===== config.mk =====
export PLATFORM = sky130hd
export DESIGN_NAME = spi_slave_port_flat
export DESIGN_NICKNAME = d
export VERILOG_FILES = /design/src/rtl/spi_pkg.sv /design/src/rtl/spi_slave_port_if.sv /design/src/rtl/spi_sync_edge.sv /design/src/rtl/spi_slave_port.sv /design/src/flat_wrapper.sv
export SDC_FILE = /design/constraint.sdc
export NUM_CORES = 1
export LEC_CHECK = 0
export ABC_AREA = 1
export ABC_CLOCK_PERIOD_IN_PS = 2050
export CAP_MARGIN = 15
export CORE_AREA = 2 2 70 72
export CTS_CLUSTER_SIZE = 20
export DETAILED_ROUTE_END_ITERATION = 8
export DIE_AREA = 0 0 72 74
export GPL_ROUTABILITY_DRIVEN = 0
export MAX_ROUTING_LAYER = met4
export PLACE_DENSITY_LB_ADDON = 0.3
export SYNTH_ARGS = -nofsm -noshare
export SYNTH_HDL_FRONTEND = slang
export SYNTH_SLANG_ARGS = --single-unit

===== constraint.sdc =====
create_clock -name clk -period 2.05 [get_ports clk]
set_input_delay 0.615 -clock clk [delete_from_list [all_inputs] [get_ports clk]]
set_output_delay 0.615 -clock clk [all_outputs]
set_load 0.01 [all_outputs]

===== src/rtl/spi_pkg.sv =====
// Shared SPI definitions: slave FSM states, default frame width and the
// chip-select encodings also used by the master-side decoder.
package spi_pkg;

  typedef enum logic [1:0] {
    IDLE  = 2'd0,
    SHIFT = 2'd1,
    DONE  = 2'd2
  } spi_slave_state_t;

  localparam int SPI_DATA_WIDTH = 8;

  // Active-low chip selects, one bit per slave
  localparam logic [2:0] SPI_CS_NONE   = 3'b111;
  localparam logic [2:0] SPI_CS_SLAVE0 = 3'b110;
  localparam logic [2:0] SPI_CS_SLAVE1 = 3'b101;
  localparam logic [2:0] SPI_CS_SLAVE2 = 3'b011;

endpackage


===== src/rtl/spi_slave_port_if.sv =====
// Bundle of the serial pins plus the local-side tx/rx handshake of the SPI slave.
interface spi_slave_port_if
  import spi_pkg::*;
#(
  parameter int DATA_WIDTH = SPI_DATA_WIDTH
) ();
  logic                  SCLK;
  logic                  CS;
  logic                  MOSI;
  logic                  MISO;
  logic [DATA_WIDTH-1:0] slaveDataToSend;
  logic                  txLoad;
  logic                  txReady;
  logic [DATA_WIDTH-1:0] slaveDataReceived;
  logic                  rxValid;
  logic                  busy;
  logic                  rxOverrun;
  logic                  rxAck;

  modport slave (
    input  SCLK, CS, MOSI, slaveDataToSend, txLoad, rxAck,
    output MISO, txReady, slaveDataReceived, rxValid, busy, rxOverrun
  );

  modport master (
    output SCLK, CS, MOSI, slaveDataToSend, txLoad, rxAck,
    input  MISO, txReady, slaveDataReceived, rxValid, busy, rxOverrun
  );
endinterface


===== src/rtl/spi_sync_edge.sv =====
// Multi-flop synchronizer with one history flop; rise/fall are single-cycle
// pulses derived from the synchronized level.
module spi_sync_edge #(
  parameter int   STAGES    = 2,
  parameter logic RESET_VAL = 1'b0
) (
  input  logic clk,
  input  logic reset,
  input  logic d,
  output logic q,
  output logic rise,
  output logic fall
);
  logic [STAGES-1:0] sync;
  logic              hist;

  always_ff @(posedge clk) begin
    if (!reset) begin
      sync <= {STAGES{RESET_VAL}};
      hist <= RESET_VAL;
    end else begin
      sync <= {sync[STAGES-2:0], d};
      hist <= sync[STAGES-1];
    end
  end

  assign q    = sync[STAGES-1];
  assign rise = q & ~hist;
  assign fall = ~q & hist;
endmodule


===== src/rtl/spi_slave_port.sv =====
// Oversampled SPI slave: one byte in on MOSI and one reply byte out on MISO per
// frame, both LSB first, with back-to-back frames allowed while CS stays low.
module spi_slave_port
  import spi_pkg::*;
#(
  parameter int DATA_WIDTH  = SPI_DATA_WIDTH,
  parameter int SYNC_STAGES = 2
) (
  input  logic            clk,
  input  logic            reset,
  spi_slave_port_if.slave bus
);
  localparam int              CW       = $clog2(DATA_WIDTH) + 1;
  localparam logic [CW-1:0]   CNT_FULL = CW'(DATA_WIDTH);
  localparam logic [1:0]      S_IDLE   = IDLE;
  localparam logic [1:0]      S_SHIFT  = SHIFT;
  localparam logic [1:0]      S_DONE   = DONE;

  logic                  sclk_rise, sclk_fall, sclk_unused;
  logic                  cs_q, cs_rise, cs_fall;
  logic [SYNC_STAGES-1:0] mosi_sync;
  logic                  mosi_q;

  logic [1:0]            state;
  logic [CW-1:0]         cnt;
  logic [DATA_WIDTH-1:0] rx_sr, tx_sr, tx_buf, rx_data, tx_next;
  logic                  miso, rx_valid, pending, overrun;

  spi_sync_edge #(.STAGES(SYNC_STAGES), .RESET_VAL(1'b0)) u_sclk (
    .clk(clk), .reset(reset), .d(bus.SCLK),
    .q(sclk_unused), .rise(sclk_rise), .fall(sclk_fall)
  );

  spi_sync_edge #(.STAGES(SYNC_STAGES), .RESET_VAL(1'b1)) u_cs (
    .clk(clk), .reset(reset), .d(bus.CS),
    .q(cs_q), .rise(cs_rise), .fall(cs_fall)
  );

  // Same depth as the edge detectors so MOSI lines up with its SCLK rise
  always_ff @(posedge clk) begin
    if (!reset) mosi_sync <= '0;
    else        mosi_sync <= {mosi_sync[SYNC_STAGES-2:0], bus.MOSI};
  end
  assign mosi_q = mosi_sync[SYNC_STAGES-1];

  // A load coinciding with the CS fall goes straight into the frame
  assign tx_next = bus.txLoad ? bus.slaveDataToSend : tx_buf;

  always_ff @(posedge clk) begin
    if (!reset) begin
      state    <= S_IDLE;
      cnt      <= '0;
      rx_sr    <= '0;
      tx_sr    <= '0;
      tx_buf   <= '0;
      rx_data  <= '0;
      miso     <= 1'b0;
      rx_valid <= 1'b0;
      pending  <= 1'b0;
      overrun  <= 1'b0;
    end else begin
      rx_valid <= 1'b0;
      if (bus.rxAck) pending <= 1'b0;
      case (state)
        S_IDLE: begin
          if (bus.txLoad) tx_buf <= bus.slaveDataToSend;
          if (cs_fall) begin
            state <= S_SHIFT;
            tx_sr <= tx_next;
            miso  <= tx_next[0];
            rx_sr <= '0;
            cnt   <= '0;
          end
        end
        S_SHIFT: begin
          if (cnt == CNT_FULL) begin
            state    <= S_DONE;
            rx_data  <= rx_sr;
            rx_valid <= 1'b1;
            cnt      <= '0;
            tx_sr    <= tx_buf;
            pending  <= 1'b1;
            if (pending && !bus.rxAck) overrun <= 1'b1;
          end else if (cs_rise) begin
            state <= S_IDLE;
            miso  <= 1'b0;
            cnt   <= '0;
          end else begin
            if (sclk_rise) begin
              rx_sr <= {mosi_q, rx_sr[DATA_WIDTH-1:1]};
              cnt   <= cnt + CW'(1);
            end
            // A fall before any rise of this frame is the trailing edge of the
            // previous byte: present bit 0 of the reloaded reply instead of shifting
            if (sclk_fall) begin
              if (cnt == '0) begin
                miso <= tx_sr[0];
              end else begin
                miso  <= tx_sr[1];
                tx_sr <= {1'b0, tx_sr[DATA_WIDTH-1:1]};
              end
            end
          end
        end
        S_DONE: begin
          if (cs_q) begin
            state <= S_IDLE;
            miso  <= 1'b0;
          end else begin
            state <= S_SHIFT;
          end
        end
        default: state <= S_IDLE;
      endcase
    end
  end

  assign bus.MISO              = miso;
  assign bus.txReady           = (state == S_IDLE);
  assign bus.busy              = (state != S_IDLE);
  assign bus.slaveDataReceived = rx_data;
  assign bus.rxValid           = rx_valid;
  assign bus.rxOverrun         = overrun;
endmodule


===== src/flat_wrapper.sv =====
// flat-port wrapper written by rule: the top's interface ports become plain ports
module spi_slave_port_flat import spi_pkg::*;
#(
  parameter int DATA_WIDTH  = SPI_DATA_WIDTH,
  parameter int SYNC_STAGES = 2
)
  (clk, reset, bus_SCLK, bus_CS, bus_MOSI, bus_slaveDataToSend, bus_txLoad, bus_rxAck, bus_MISO, bus_txReady, bus_slaveDataReceived, bus_rxValid, bus_busy, bus_rxOverrun);
  spi_slave_port_if #(.DATA_WIDTH(DATA_WIDTH)) bus_i ();
  input  logic clk;
  input  logic reset;
  input wire logic [$bits(bus_i.SCLK)-1:0] bus_SCLK;
  input wire logic [$bits(bus_i.CS)-1:0] bus_CS;
  input wire logic [$bits(bus_i.MOSI)-1:0] bus_MOSI;
  input wire logic [$bits(bus_i.slaveDataToSend)-1:0] bus_slaveDataToSend;
  input wire logic [$bits(bus_i.txLoad)-1:0] bus_txLoad;
  input wire logic [$bits(bus_i.rxAck)-1:0] bus_rxAck;
  output wire logic [$bits(bus_i.MISO)-1:0] bus_MISO;
  output wire logic [$bits(bus_i.txReady)-1:0] bus_txReady;
  output wire logic [$bits(bus_i.slaveDataReceived)-1:0] bus_slaveDataReceived;
  output wire logic [$bits(bus_i.rxValid)-1:0] bus_rxValid;
  output wire logic [$bits(bus_i.busy)-1:0] bus_busy;
  output wire logic [$bits(bus_i.rxOverrun)-1:0] bus_rxOverrun;
  assign bus_i.SCLK = bus_SCLK;
  assign bus_i.CS = bus_CS;
  assign bus_i.MOSI = bus_MOSI;
  assign bus_i.slaveDataToSend = bus_slaveDataToSend;
  assign bus_i.txLoad = bus_txLoad;
  assign bus_i.rxAck = bus_rxAck;
  assign bus_MISO = bus_i.MISO;
  assign bus_txReady = bus_i.txReady;
  assign bus_slaveDataReceived = bus_i.slaveDataReceived;
  assign bus_rxValid = bus_i.rxValid;
  assign bus_busy = bus_i.busy;
  assign bus_rxOverrun = bus_i.rxOverrun;
  spi_slave_port #(.DATA_WIDTH(DATA_WIDTH), .SYNC_STAGES(SYNC_STAGES)) u_core (.clk(clk), .reset(reset), .bus(bus_i));
endmodule

=== Word level (Yosys, flattened, before mapping) ===
Cells that the tools add are included.

* Bits in registers: 50
* Input port bits: 15
* Output and inout port bits: 13
* Word-level logic and storage cells: 86

* Add/subtract/negate cells: 1
* Equal/unequal tests: 14
* Mux-type cells: 33
* Bitwise gates (word level): 8
* Reduce and logical (&&, ||, !) cells: 15

{| class="wikitable"
|+ Operator list
! operator !! count
|-
| $mux 8 || 10
|-
| $pmux 8 s2 || 2
|-
| $mux 4 || 4
|-
| $reduce_and 5->1 || 3
|-
| $mux 1 || 11
|-
| $ne 3x1->1 const B || 3
|-
| $pmux 4 s2 || 1
|-
| $mux 2 || 3
|-
| $ne 2x2->1 const B || 3
|-
| $pmux 2 s3 || 1
|-
| $reduce_and 2->1 || 3
|-
| $reduce_and 3->1 || 2
|-
| $add 4x1->4 const B || 1
|-
| $and 1x1->1 || 4
|-
| $eq 4x4->1 const B || 1
|-
| $logic_not 4->1 || 1
|-
| $ne 2x1->1 const B || 2
|-
| $ne 4x1->1 const B || 1
|-
| $not 1->1 || 4
|-
| $reduce_bool 2->1 || 2
|-
| $ne 3x2->1 const B || 1
|-
| $ne 3x3->1 const B || 1
|-
| $pmux 1 s3 || 1
|-
| $reduce_bool 3->1 || 1
|-
| other kinds (5) || 5
|}

=== Longest topological paths before layout ===
Gate-level depths: netlist of run 1.

* Depth in word-level cells: 6
* Gate-level depth with buffers: 12

=== By module ===
From an unflattened synthesis of run 1, not the netlist that was laid out.

* Cells, all modules: 346
* Area, all modules: 2324.7 µm²

{| class="wikitable"
|+ By module, submodules not included
! module !! instances !! cells each !! area each (µm²) !! seq. area each (µm²)
|-
| spi_slave_port || 1 || 321 || 2130.8 || 880.8
|-
| spi_sync_edge at u_core.u_sclk || 1 || 13 || 100.1 || 60.1
|-
| spi_sync_edge at u_core.u_cs || 1 || 12 || 93.8 || 60.1
|}

=== Worst setup path before layout of run 1 ===
Ideal clock, no wire load.

* Path type: reg2out
* Start: reg u_core.state[0]
* End: out bus_busy
* Arrival: 1.090 ns
* Slack: 0.345 ns
* Stages on the path, launching flop included: 5
* Path buffers: 1
* Cells stage by stage: dfxtp_1 -> inv_1 -> ha_1 -> clkinv_1 -> clkbuf_1

* Longest elaborated chain between the ends: 1

{| class="wikitable"
|+ Ends and longest elaborated chain
! what !! RTL line !! RTL
|-
| start: declaration || spi_slave_port.sv:24 || <nowiki>logic [1:0] state;</nowiki>
|-
| start signal: assignment || spi_slave_port.sv:51 || <nowiki>state <= S_IDLE;</nowiki>
|-
| start signal: assignment || spi_slave_port.sv:68 || <nowiki>state <= S_SHIFT;</nowiki>
|-
| start signal: assignment || spi_slave_port.sv:77 || <nowiki>state <= S_DONE;</nowiki>
|-
| $reduce_bool 2->1 || spi_slave_port.sv:120 || <nowiki>assign bus.busy = (state != S_IDLE);</nowiki>
|-
| end: declaration || flat_wrapper.sv:21 || <nowiki>output wire logic [$bits(bus_i.busy)-1:0] bus_busy;</nowiki>
|}

Every way passes these cells.

=== Final worst setup path of run 1 ===
* Start: reg u_core.state[1]
* End: out bus_busy

The elaborated chain is that of the path after synthesis.

==> summary.txt, run 1 <==
Pwr
  – Peak VDD IR: 0.000647 V
  – Combinational power share: 40.2%
  – Power per cell area: 1090 nW/um^2
  – Sequential share of power: 39.4%
  – Reported leakage power: 0.00127 uW
  – Cell Int Power: 1850 uW
  – Total net switching power: 1210 uW
  – Share of total power in the clock network: 20.4%
  – Switching share of power: 39.7%

Final layout
  – Share of cells above drive strength 1: 8.53%
  – Area growth from synthesis to layout: 17.2%
  – Final core utilization: 61.2%
  – Antenna cells: 0
  – Non-filler cells, final: 441
  – Final net count: 407

Detailed routing
  – Overall routed net length: 4890 um
  – Detail-routed net length per standard cell: 11.1 um
  – Number of DRC markers after the initial detailed-route iteration: 133
  – Number of nets with antenna violations after detailed routing: 0
  – Via count: 2,158
  – Via density per instance: 4.89
  – Drt first pass iters: 4
  – DR DRC count: 0

Min path
  – Worst Hold Depth: 2
  – Hold crit path type: flop to flop
  – Min-Delay Startpoint: u_core.mosi_sync[0]
  – Terminating pin of the worst hold path: u_core.mosi_sync[1]

STA
  – Minimum period implied by the final worst setup slack: 2.01 ns
  – Number of slew-limit violations in the final report: 0
  – Portion of the clock cycle consumed by the worst path in the final layout: 97.9%
  – Max-Slew Margin vs Limit: 69.9%
  – Skew final: 0.00812 ns
  – Sum Neg Setup Slack: 0 ns
  – Setup violation total in the final timing report: 0
  – Final Hold Slack: 0.428 ns
  – Final Hold Viols: 0
  – Fmax: 499 MHz
  – Slew at the pin closest to its max-slew limit: 0.449 ns

Die
  – Number of I/O pins: 28
  – Standard-cell row count: 25
  – Die Height: 74 um
  – Die Area: 5330 sq um
  – Starting density of the core: 52.2%
  – Core box area: 4600 sq um
  – Width of the die: 72 um

Clock tree
  – Number of buffers inserted to repair setup after CTS: 0
  – TritonCTS clock tree: yes
  – Cell chosen for the clock root: sky130_fd_sc_hd__clkbuf_8
  – Cts bufs inserted: 5
  – Worst-case clock buffer depth: 2
  – Maximum level of the CTS H-tree: 2
  – Clock latency of the later-clocked register in the worst-skew pair: 0.31 ns
  – Clock slew at the register clock pins of the worst setup and hold paths: 0.10 ns
  – # clock sinks: 50

Place
  – Number of instances in the placed design: 433
  – Sum of net half-perimeters after detailed placement: 3550 um
  – Number of buffer cells added on primary ports: 27

Critical path
  – Worst reg2reg path startpoint: u_core.state[1]
  – End of the worst register-to-register path: u_core.rx_sr[5]
  – Arrival @ worst endpoint: 1.39 ns
  – Startpoint type of the worst setup path: flop
  – Longest individual stage delay on the worst path: 0.35 ns
  – Largest fanout on the critical path: 4
  – Chain of cells forming the critical path: inv_1 -> ha_4 -> clkinv_1 -> dlygate4sd2_1
  – Minimum setup slack among reg-to-reg paths: 0.27 ns
  – Endpoint class of the critical path: output port
  – Standard cell with the maximum stage delay on the critical path: sky130_fd_sc_hd__dfxtp_2
  – Category of the most critical setup path: flop to output port
  – Worst R2R Path Depth: 9
  – Critical Path RT: 1.43 ns

Synth
  – Post-synthesis register bit count: 50
  – Largest cells by area after synthesis: sky130_fd_sc_hd__dfxtp_1 (42%), sky130_fd_sc_hd__nand2_1 (18%), sky130_fd_sc_hd__inv_1 (7.8%)
  – Synth Area per Inst: 6.70 sq um
  – Proportion of register bits with asynchronous set or reset after synthesis: 0%
  – Top cells by instance count after synthesis: sky130_fd_sc_hd__nand2_1 (112), sky130_fd_sc_hd__dfxtp_1 (50), sky130_fd_sc_hd__inv_1 (50)
  – Unique cell type count in the Yosys netlist: 24
  – Most repeated cell in the gate-level netlist after synthesis: sky130_fd_sc_hd__nand2_1
  – Post-synth design cell area: 2400 sq um
  – Net count after synthesis: 379
  – Fraction of synthesized cell area taken by the top area cell type: 41.7%
  – Total number of yosys warnings: 0
  – Most common flop cell mapped by yosys: sky130_fd_sc_hd__dfxtp_1
  – Count of flip-flops with a built-in enable after synthesis: 0
  – Number of cells produced by synthesis: 358
  – Sequential cell area fraction in the yosys report: 41.7%
  – Most area-hungry cell type in the Yosys netlist: sky130_fd_sc_hd__dfxtp_1

Run
  – Number of maximum-capacitance constraint violations: 0

Run status
  – Result of the run: finished, final reports clean

Global route
  – Overall track demand over capacity in global routing: 21.1%
  – Number of global-route vias before repair: 1,948
  – Maximum number of pins on one net before global-route repair: 20
  – Final global-route overflow total: 0
  – Antenna violations before repair: 0
  – Wire length of the first global-routing pass: 8510 um
## final cells by class
class	count	area, sq um
Clock buffer	6	82.6
Multi-Input combinational cell	240	1120
Fill cell	426	1790
Sequential cell	50	1000
Timing Repair Buffer	34	320
Tap cell	54	67.6
Clock inverter	2	16.3
Inverter	55	206
## cell usage in the layout (no fill, tap or decap), drive strengths merged
cell type and n:
clkinv 1, or2 2, nand2 115, o22ai 1, clkdlybuf4s50 25, a21oi 26, ha 6, nand4 2
a21boi 1, dlygate4sd2 2, dfxtp 50, buf 7, nor2 38, nor3 2, nand3 26, clkbuf 6
inv 55, clkinvlp 1, o21ai 21
## worst max-delay path, delay by kind of cell (launching register included)
family | cells | cell delay, ns
adder cells (fa/ha/maj) | 1 | 0.17
buffers and inverters | 3 | 0.56
flip-flops | 1 | 0.35
## power groups by stage
stage | clock network (uW) | registers, uW | logic [uW]
6_report | 624 | 1210 | 1230
3_3_place_gp | 0 | 1220 | 1190
2_1_floorplan | 0 | 1210 | 951
3_5_place_dp | 0 | 1230 | 1210
4_1_cts | 645 | 1210 | 1210
5_1_grt | 674 | 1220 | 1430
## cells by family (layout without fill, tap and decap cells)
logic type | count (synthesis) | count (layout) | synth area share, %
and+or+nand+nor | 185 | 185 | 32.4
buffers and inverters | 68 | 97 | 12.4
DFF | 50 | 50 | 41.7
AOI/OAI and AO/OA | 49 | 49 | 10.4
adders and majority gates | 6 | 6 | 3.13
## worst max-delay path by stage
stage	startpoint	endpoint	slack [ns]	cells past startpoint
floorplan	u_core.state[0]	bus_busy	0.34	4
global placement	bus_txLoad	u_core.tx_sr[0]	0.07	6
detailed placement	bus_txLoad	u_core.bus.MISO	0.01	6
CTS	u_core.state[1]	bus_busy	0.01	4
global route	u_core.state[1]	bus_busy	-0.008	4
finish	u_core.state[1]	bus_busy	0.04	4
## timing repair
item                                    in CTS  in global routing
pin swaps                                    0                  0
hold buffers                                 0                  0
gates resized for setup                      5                  3
endpoints found under the setup margin       2                  1
## metrics by stage
step                power [uW]  cell area [sq um]  worst slack [ns]
detailed placement        2440               2700            0.0135
finish                    3060               2810            0.0440
CTS                       3060               2800            0.0121
global route              3320               2810          -0.00848
floorplan                 2160               2400             0.345
global placement          2420               2700            0.0692
## sequential cells by signal, summed over array words and instances, names as in the netlist, 2 cells and up
signal and flops:
u_core.bus.slaveDataReceived 8, u_core.cnt 4, u_core.mosi_sync 2, u_core.rx_sr 8
u_core.state 2, u_core.tx_buf 8, u_core.tx_sr 8, u_core.u_cs.sync 2
u_core.u_sclk.sync 2
## routing by layer
| layer | track usage (%) | vias up | wire length (um) |
|---|---|---|---|
| met5 | - | - | 0 |
| met4 | 8.18 | 0 | 129 |
| met3 | 4.47 | 12 | 253 |
| met2 | 34.0 | 62 | 2220 |
| met1 | 26.0 | 932 | 2290 |
| li1 | - | 1152 | - |
Power figures use the tool's default switching activity.
==> run 2: changes to the inputs <==
REMOVE_ABC_BUFFERS = 1   (was not set)
==> summary.txt, run 2 (synthesis gave the netlist of run 1 again) <==
Global route
  – Overall track demand over capacity in global routing: 20.1% (-0.98 points)
  – Maximum number of pins on one net before global-route repair: 20 (unchanged)
  – Number of global-route vias before repair: 1,881 (-3.4%)
  – Wire length of the first global-routing pass: 8120 um (-4.5%)
  – Final global-route overflow total: 0 (unchanged)
  – Antenna violations before repair: 0 (unchanged)

Detailed routing
  – Detail-routed net length per standard cell: 10.7 um (-3.9%)
  – Via density per instance: 4.85 (-0.87%)
  – Overall routed net length: 4720 um (-3.4%)
  – Number of DRC markers after the initial detailed-route iteration: 147 (+11%)
  – Drt first pass iters: 4 (unchanged)
  – Via count: 2,149 (-0.42%)
  – Number of nets with antenna violations after detailed routing: 0 (unchanged)
  – DR DRC count: 0 (unchanged)

Pwr
  – Power per cell area: 1080 nW/um^2 (-0.36%)
  – Total net switching power: 1210 uW (-0.15%)
  – Reported leakage power: 0.00128 uW (+0.71%)
  – Cell Int Power: 1840 uW (-0.43%)
  – Switching share of power: 39.7% (+0.066 points)
  – Sequential share of power: 39.5% (about the same)
  – Combinational power share: 40.1% (about the same)
  – Peak VDD IR: 0.000788 V (+22%)
  – Share of total power in the clock network: 20.4% (about the same)

Critical path
  – Worst reg2reg path startpoint: u_core.state[1]
  – Worst R2R Path Depth: 9 (unchanged)
  – Minimum setup slack among reg-to-reg paths: 0.25 ns (-0.02 ns)
  – Arrival @ worst endpoint: 1.36 ns (-0.03 ns)
  – Endpoint class of the critical path: output port
  – Category of the most critical setup path: flop to output port
  – Largest fanout on the critical path: 4 (unchanged)
  – Critical Path RT: 1.43 ns (about the same)
  – Startpoint type of the worst setup path: flop
  – End of the worst register-to-register path: u_core.rx_sr[2]

Clock tree
  – Cts bufs inserted: 5 (unchanged)
  – Count of hold-fix buffers inserted at cts: 0 (unchanged)
  – CTS-repair resized insts: 3 (-2)
  – TritonCTS clock tree: yes
  – # clock sinks: 50 (unchanged)
  – Cell chosen for the clock root: sky130_fd_sc_hd__clkbuf_8
  – Clock slew at the register clock pins of the worst setup and hold paths: 0.10 ns (about the same)
  – Clock latency of the later-clocked register in the worst-skew pair: 0.30 ns (about the same)
  – Maximum level of the CTS H-tree: 2 (unchanged)
  – Worst-case clock buffer depth: 2 (unchanged)
  – Number of buffers inserted to repair setup after CTS: 0 (unchanged)

STA
  – Max-Slew Margin vs Limit: 75.2% (+5.3 points)
  – Slew at the pin closest to its max-slew limit: 0.368 ns (-0.0814 ns)
  – Final Hold Viols: 0 (unchanged)
  – Skew final: 0.00739 ns (-0.000738 ns)
  – Sum Neg Setup Slack: 0 ns (unchanged)
  – Number of slew-limit violations in the final report: 0 (unchanged)
  – Portion of the clock cycle consumed by the worst path in the final layout: 96.4% (-1.4 points)
  – Fmax: 506 MHz (+1.5%)
  – Setup violation total in the final timing report: 0 (unchanged)
  – Minimum period implied by the final worst setup slack: 1.98 ns (-0.0295 ns)

Die
  – Width of the die: 72 um (unchanged)
  – Die Area: 5330 sq um (unchanged)
  – Die Height: 74 um (unchanged)
  – Number of I/O pins: 28 (unchanged)
  – Starting density of the core: 52.2% (unchanged)
  – Standard-cell row count: 25 (unchanged)
  – Core box area: 4600 sq um (unchanged)

Final layout
  – Commonest cells after routing, fill and taps aside: sky130_fd_sc_hd__nand2_1 (112), sky130_fd_sc_hd__inv_1 (50), sky130_fd_sc_hd__dfxtp_1 (49)
  – Share of cells above drive strength 1: 8.23% (-0.30 points)
  – Antenna cells: 0 (unchanged)
  – Layout Cell Area excl Fill: 2810 sq um (about the same)
  – Area growth from synthesis to layout: 17.3% (about the same)
  – Final net count: 409 (+0.49%)
  – Most common cell after layout, fill and taps aside: sky130_fd_sc_hd__nand2_1

Min path
  – Terminating pin of the worst hold path: u_core.mosi_sync[1]
  – Hold crit path type: flop to flop
  – Min-Delay Startpoint: u_core.mosi_sync[0]
  – Worst Hold Depth: 2 (unchanged)

Run status
  – Result of the run: finished, final reports clean

Place
  – Number of buffer cells added on primary ports: 27 (unchanged)
  – Placement Cell Area: 2710 sq um (+0.56%)
  – Sum of net half-perimeters after detailed placement: 3370 um (-4.8%)

Run
  – Number of maximum-capacitance constraint violations: 0 (unchanged)
==> run 2: area by class of cell <==
cell class                 count  area, sq um
fill                         438         1780
multi-input combinational    240         1100
sequential                    50         1000
timing repair buffer          36          335
inverter                      55          206
clock buffer                   6         82.6
tap                           54         67.6
clock inverter                 2         16.3
==> run 2: power by group through the flow <==
stage | Clock [uW] | Combinational [uW] | Sequential (uW)
6_report | 621 | 1220 | 1210
5_1_grt | 674 | 1410 | 1220
4_1_cts | 633 | 1220 | 1210
3_5_place_dp | 0 | 1230 | 1230
3_3_place_gp | 0 | 1200 | 1220
2_1_floorplan | 0 | 873 | 1210
==> run 2: per-layer routing <==
layer / routed length, um / global-route usage, %
met2: 2260 / 35.0
met3: 174 / 4.88
met5: 0 / -
met1: 2250 / 23.5
met4: 39 / 4.82
==> run 2: how the worst max path moves through the flow <==
stage | from | to | slack [ns] | cells past startpoint
6_report | u_core.state[1] | bus_busy | 0.07 | 4
5_1_grt | u_core.state[1] | bus_busy | -0.009 | 4
2_1_floorplan | u_core.state[1] | u_core.tx_sr[0] | 0.45 | 9
3_5_place_dp | u_core.state[0] | bus_busy | 0.12 | 4
4_1_cts | u_core.state[1] | bus_busy | 0.02 | 4
3_3_place_gp | u_core.state[0] | bus_busy | 0.16 | 4
==> run 2: through the flow <==
stage / utilization, % / worst slack, ns / total power, uW / hold slack [ns] / cells
2_1_floorplan: - / 0.455 / 2080 / 0.390 / 345
3_3_place_gp: 59.0 / 0.160 / 2420 / 0.394 / 435
3_5_place_dp: 59.0 / 0.118 / 2460 / 0.399 / 435
4_1_cts: 61.1 / 0.0189 / 3060 / 0.424 / 443
5_1_grt: 61.2 / -0.00937 / 3310 / 0.445 / 443
6_report: 61.2 / 0.0736 / 3050 / 0.421 / 443
==> run 2: critical path, cell delays in order, from the launching register on <==
cell	delay [ns]
sky130_fd_sc_hd__dfxtp_1	0.34
sky130_fd_sc_hd__inv_1	0.11
sky130_fd_sc_hd__ha_2	0.23
sky130_fd_sc_hd__clkinv_1	0.10
sky130_fd_sc_hd__dlygate4sd2_1	0.29
